--- src/rtl/priority_pkg.sv ---
// Shared definitions for the priority encoder/decoder pair.
// Holds the index width, the derived line count, the decoder FSM state
// encodings, the request payload layout and the index-to-one-hot helper.
package priority_pkg;

  // Index width and number of request lines shared by encoder and decoder.
  localparam int unsigned N_SEL = 3;
  localparam int unsigned N_OUT = 1 << N_SEL;

  // Default width of the hold-length input and the hold counter.
  localparam int unsigned HOLD_W_DEF = 4;

  // Decoder FSM state encodings.
  localparam int unsigned ST_W = 2;
  localparam logic [ST_W-1:0] ST_IDLE  = 2'd0;
  localparam logic [ST_W-1:0] ST_DRIVE = 2'd1;
  localparam logic [ST_W-1:0] ST_GAP   = 2'd2;

  // Request payload as presented on the decoder's input side.
  typedef struct packed {
    logic                  zero;
    logic [N_SEL-1:0]      idx;
    logic [HOLD_W_DEF-1:0] hold;
  } req_t;

  // Index to one-hot line; the index range always covers N_OUT exactly.
  function automatic logic [N_OUT-1:0] onehot(input logic [N_SEL-1:0] index);
    onehot = N_OUT'(1) << index;
  endfunction

endpackage

--- src/rtl/priority_hold_counter.sv ---
// Down-counter that times how long the decoder drives a line.
// Ports:
//   clk, rst_n  : clock, asynchronous active-low reset
//   load        : load load_val this cycle (takes priority over dec)
//   load_val    : value to load (cycles remaining minus one)
//   dec         : decrement by one; saturates at zero
//   is_zero_c   : combinational flag, counter currently holds zero
module priority_hold_counter #(
  parameter int unsigned HOLD_W = 4
) (
  input  logic              clk,
  input  logic              rst_n,
  input  logic              load,
  input  logic [HOLD_W-1:0] load_val,
  input  logic              dec,
  output logic              is_zero_c
);

  logic [HOLD_W-1:0] count_q;

  // Count register; never wraps below zero.
  always_ff @(posedge clk or negedge rst_n) begin
    if (!rst_n) begin
      count_q <= '0;
    end else if (load) begin
      count_q <= load_val;
    end else if (dec && (count_q != '0)) begin
      count_q <= count_q - HOLD_W'(1);
    end
  end

  assign is_zero_c = (count_q == '0);

endmodule

--- src/rtl/priority_decoder.sv ---
// Priority decoder: turns an encoded line index (plus the encoder's ZERO
// flag) back into a one-hot line driven for a programmable number of cycles,
// followed by a one-cycle completion pulse. One request in flight at a time.
// Ports:
//   clk, rst_n : clock, asynchronous active-low reset
//   valid      : request present this cycle
//   ready      : block accepts a request this cycle (registered)
//   in         : encoded line index, captured on accept
//   zero       : no line selected, captured on accept
//   hold       : drive length in cycles, 0 behaves as 1, captured on accept
//   out        : registered one-hot line, or all zero
//   active     : high while out is being driven
//   done       : one-cycle completion pulse
module priority_decoder
  import priority_pkg::*;
#(
  parameter int unsigned HOLD_W = HOLD_W_DEF
) (
  input  logic              clk,
  input  logic              rst_n,
  input  logic              valid,
  output logic              ready,
  input  logic [N_SEL-1:0]  in,
  input  logic              zero,
  input  logic [HOLD_W-1:0] hold,
  output logic [N_OUT-1:0]  out,
  output logic              active,
  output logic              done
);

  logic [ST_W-1:0]   state_q, state_d;
  logic [N_OUT-1:0]  out_q, out_d;
  logic              active_q, active_d;
  logic              done_q, done_d;
  logic              ready_q, ready_d;
  logic              accept_c;
  logic              cnt_load_c, cnt_dec_c, cnt_zero_c;
  logic [HOLD_W-1:0] cnt_init_c;

  // ready is only ever high in IDLE, so this is the accept condition.
  assign accept_c = valid && ready_q;

  // A hold of H drives for max(H,1) cycles; counter holds cycles left minus one.
  assign cnt_init_c = (hold == '0) ? '0 : hold - HOLD_W'(1);

  priority_hold_counter #(
    .HOLD_W (HOLD_W)
  ) u_hold_counter (
    .clk       (clk),
    .rst_n     (rst_n),
    .load      (cnt_load_c),
    .load_val  (cnt_init_c),
    .dec       (cnt_dec_c),
    .is_zero_c (cnt_zero_c)
  );

  // State and registered outputs.
  always_ff @(posedge clk or negedge rst_n) begin
    if (!rst_n) begin
      state_q  <= ST_IDLE;
      out_q    <= '0;
      active_q <= 1'b0;
      done_q   <= 1'b0;
      ready_q  <= 1'b1;
    end else begin
      state_q  <= state_d;
      out_q    <= out_d;
      active_q <= active_d;
      done_q   <= done_d;
      ready_q  <= ready_d;
    end
  end

  // Next state and next-cycle output values.
  always_comb begin
    state_d    = state_q;
    out_d      = '0;
    active_d   = 1'b0;
    done_d     = 1'b0;
    ready_d    = 1'b0;
    cnt_load_c = 1'b0;
    cnt_dec_c  = 1'b0;

    case (state_q)
      ST_IDLE: begin
        ready_d = 1'b1;
        if (accept_c) begin
          ready_d = 1'b0;
          if (zero) begin
            // Encoder saw no request: skip straight to completion.
            state_d = ST_GAP;
            done_d  = 1'b1;
          end else begin
            state_d    = ST_DRIVE;
            out_d      = onehot(in);
            active_d   = 1'b1;
            cnt_load_c = 1'b1;
          end
        end
      end

      ST_DRIVE: begin
        if (cnt_zero_c) begin
          state_d = ST_GAP;
          done_d  = 1'b1;
        end else begin
          // out_q already holds the captured line.
          out_d     = out_q;
          active_d  = 1'b1;
          cnt_dec_c = 1'b1;
        end
      end

      ST_GAP: begin
        state_d = ST_IDLE;
        ready_d = 1'b1;
      end

      default: begin
        state_d = ST_IDLE;
        ready_d = 1'b1;
      end
    endcase
  end

  assign out    = out_q;
  assign active = active_q;
  assign done   = done_q;
  assign ready  = ready_q;

endmodule
--- config.mk ---
export PLATFORM = sky130hd
export DESIGN_NAME = priority_decoder
export DESIGN_NICKNAME = d
export VERILOG_FILES = /design/src/rtl/priority_pkg.sv /design/src/rtl/priority_hold_counter.sv /design/src/rtl/priority_decoder.sv
export SDC_FILE = /design/constraint.sdc
export NUM_CORES = 1
export LEC_CHECK = 0
export CORE_MARGIN = 4
export CORE_UTILIZATION = 35
export CTS_BUF_LIST = sky130_fd_sc_hd__clkbuf_4 sky130_fd_sc_hd__clkbuf_8
export DETAILED_ROUTE_END_ITERATION = 6
export PLACE_DENSITY = 0.72
export REMOVE_ABC_BUFFERS = 1
export SYNTH_ARGS = -nofsm -noshare
export SYNTH_HDL_FRONTEND = slang
export SYNTH_HIERARCHICAL = 1
export SYNTH_SLANG_ARGS = --single-unit
export TNS_END_PERCENT = 20
--- constraint.sdc ---
create_clock -name clk -period 4.7 [get_ports clk]
set_input_delay 0.94 -clock clk [delete_from_list [all_inputs] [get_ports clk]]
set_output_delay 0.94 -clock clk [all_outputs]
set_load 0.1 [all_outputs]
==> impl_metrics.py <==
metrics = {
    "run_status": {
        "outcome": "completed",
    },
    "placement": {
        "detailedPlacementHpwl_mm": 1.30,
        "gp_congestion": 0.713,
        "numPortBuffers": 21,
        "placed_cell_area_mm2": 0.00108,
    },
    "global_route": {
        "grtUsageTotal": 0.108,
        "grt_max_degree": 18,
        "antenna_found_initial": 0,
        "grt_pass1_wl_mm": 2.78,
        "grt_pass1_vias": 675,
        "grt_overflow": 0,
    },
    "setup_path": {
        "cp-start-kind": "register",
        "r2r_cells": 8,
        "path_cells": "clkdlybuf4s50_1",
        "cpPeakStageDelay_ps": 1140,
        "r2r_start": "u_hold_counter/count_q[0]",
        "crit_path_top_delay_cell": "clkdlybuf4s50_1",
        "cp_num_cells": 1,
        "reg2reg_to": "u_hold_counter/count_q[1]",
        "rrSetupSlack_ps": 2630,
        "arrival_ps": 1990,
        "critPathTopFamily": "buffers and inverters",
        "crit_path_end_kind": "primary output",
        "worst-setup-path-type": "register to primary output",
        "cp.required_ps": 3760,
        "crit_fanout": 5,
        "cp_num_buf_inv": 1,
    },
    "sta": {
        "worst_pin_slew_ps": 973,
        "setup_violations": 0,
        "rsz0062_at_grt": "no",
        "min_period_ps": 2930,
        "fin_skew_ps": 8.88,
        "fmax_ghz": 0.341,
        "relSlewSlack": 0.349,
        "hold_viol": 0,
        "slew_viol_final": 0,
        "period_share": 0.624,
        "setup_tns_ps": 0,
    },
    "synth": {
        "synth_cell_types": 32,
        "syn_avg_cell_area_um2": 9.99,
        "synth_area_um2": 840,
        "seq_area_frac_synth": 0.508,
        "ys_warn_count": 6,
        "ys_ff_latch": 17,
        "synth_cells": 84,
    },
    "cts": {
        "cts_setup_buffers": 0,
        "insertion_delay_ps": 280,
        "ctsHoldBuffers": 0,
        "clockBufferDepth": 2,
        "clk_pin_slew_ps": 90,
        "cts.repair.resized": 0,
        "htree_levels": 1,
        "cts.sinks": 17,
        "cts_tree": "built",
        "cts_root_buf": "clkbuf_4",
        "cts_buffers": 3,
    },
    "floorplanning": {
        "io_pins": 22,
        "start_util": 0.372,
        "coreArea_mm2": 0.00225,
        "die_x_um": 57.0,
        "die_h_um": 57.0,
        "rows": 17,
        "die-area_mm2": 0.00325,
    },
    "power": {
        "p_switching_w": 0.000264,
        "clkPwrFrac": 0.135,
        "p_comb_frac": 0.488,
        "p_leak_nw": 0.462,
        "p_int_w": 0.000328,
        "pwr-share-seq": 0.376,
        "peakVddDrop_mv": 0.277,
        "powerDensity_mw_per_mm2": 536,
        "switching_share": 0.446,
    },
    "final_layout": {
        "antenna_cells": 0,
        "areaGrowthSynthToFinish_pct": 31.7,
        "drive_above_1_share": 0.139,
        "nets": 121,
        "postLayoutCellArea_mm2": 0.00111,
        "nFillCells": 231,
    },
    "drt": {
        "detail-route-antenna-nets": 0,
        "drc": 0,
        "via_per_inst": 5.01,
        "wirelength_mm": 1.66,
        "drtIter0Drc": 10,
        "vias": 681,
        "wire_per_inst_um": 12.2,
        "dr.pass1.iters": 2,
    },
    "worst_hold_path": {
        "hold_path.class": "register to register",
        "min_to": "out[7]",
        "holdPathStages": 2,
        "hp-start": "out[7]",
    },
    "run": {
        "drv_cap": 0,
    },
}
-- worst register-to-register path: stages, from the launching register on --
cell	delay (ps)
dfrtp_1	420
inv_1	60
ha_1	230
nor3b_2	200
nor3b_1	200
buf_4	220
inv_1	90
or4_1	480
o211ai_2	90
-- cells in the mapped netlist --
master    count  area share
o211ai_2      1       0.015
nor4b_2       1       0.018
buf_2         1      0.0060
nand2_1      17       0.076
o21a_1        1      0.0089
dfrtp_1      16        0.48
nand3b_1      1      0.0089
o31ai_2       1       0.015
nand2b_1      2       0.015
nor3_1        3       0.018
ha_1          1       0.015
nor3b_1       2       0.018
or2b_1        1      0.0089
nand4b_1      1       0.010
o21ai_1       3       0.018
or2_2         3       0.022
nand4_1       1      0.0075
or3b_4        1       0.013
nor3b_2       1       0.015
o31ai_1       1      0.0089
o31a_1        2       0.021
dfstp_2       1       0.031
and4b_1       1       0.012
nor2b_1       1      0.0075
or4_1         1      0.0089
nor3_2        1       0.012
a221o_1       1       0.012
a21oi_1       4       0.024
buf_6         1       0.013
inv_1         3       0.013
o21ai_0       7       0.042
nor2_1        2      0.0089
-- metrics by stage --
step           hold WS, ps  cells  worst slack [ps]  power (W)  utilization
2_1_floorplan          472     82              2280   0.000440            -
3_3_place_gp           461    132              1970   0.000509        0.477
3_5_place_dp           469    132              1930   0.000519        0.477
4_1_cts                490    136              1750   0.000601        0.491
5_1_grt                532    136              1710   0.000631        0.491
6_report               483    136              1770   0.000593        0.491
-- power by group through the flow --
stage               Combinational (W)  Clock [W]  Sequential, W
floorplan                    0.000119          0       0.000321
global placement             0.000286          0       0.000223
detailed placement           0.000293          0       0.000225
CTS                          0.000294  0.0000843       0.000223
global route                 0.000312  0.0000906       0.000228
finish                       0.000289  0.0000802       0.000223
-- worst max-delay path by stage --
stage,endpoint,startpoint,slack [ps]
finish,ready,ready,1770
global route,ready,ready,1710
CTS,ready,ready,1750
detailed placement,u_hold_counter/count_q[3],zero,1930
global placement,u_hold_counter/count_q[3],zero,1970
floorplan,u_hold_counter/count_q[1],u_hold_counter/count_q[0],2280
-- flip-flops by register name (all words and copies together), names as in the netlist --
register,count
u_hold_counter/count_q,4
state_q,2
out,8
done,1
active,1
ready,1
-- final cells by class --
| cell class | instances | area [µm²] | area share |
|---|---|---|---|
| Multi-Input combinational cell | 62 | 385 | 0.348 |
| Timing Repair Buffer | 22 | 218 | 0.197 |
| Inverter | 3 | 11.3 | 0.0102 |
| Sequential cell | 17 | 427 | 0.386 |
| Clock buffer | 4 | 30.0 | 0.0271 |
| Tap cell | 28 | 35.0 | 0.0317 |
-- per-layer routing --
layer  global-route usage  routed length, µm
met2                0.191                825
met5                    0                  0
met4               0.0397                  0
met1                0.122                718
met3               0.0339                112
-- cells in the final DEF, fill, tap and decap left out, types with 2 or more instances in the layout --
master / n
or2_2: 3
dfrtp_1: 16
nor3b_1: 2
o21ai_0: 7
nand2b_1: 2
inv_1: 3
clkdlybuf4s50_1: 21
nand2_1: 17
o31a_1: 2
a21oi_1: 4
o21ai_1: 3
clkbuf_4: 4
nor3_1: 3
nor2_1: 2
-- cells by family (layout without fill, tap and decap cells) --
kind of cell	after synthesis	count (layout)	synth area share
compound gates	21	21	0.164
fa+ha+maj	1	1	0.0149
buf+inv	5	29	0.0328
flops	17	17	0.508
simple gates	40	40	0.280
(Power assumes the default switching activity.)
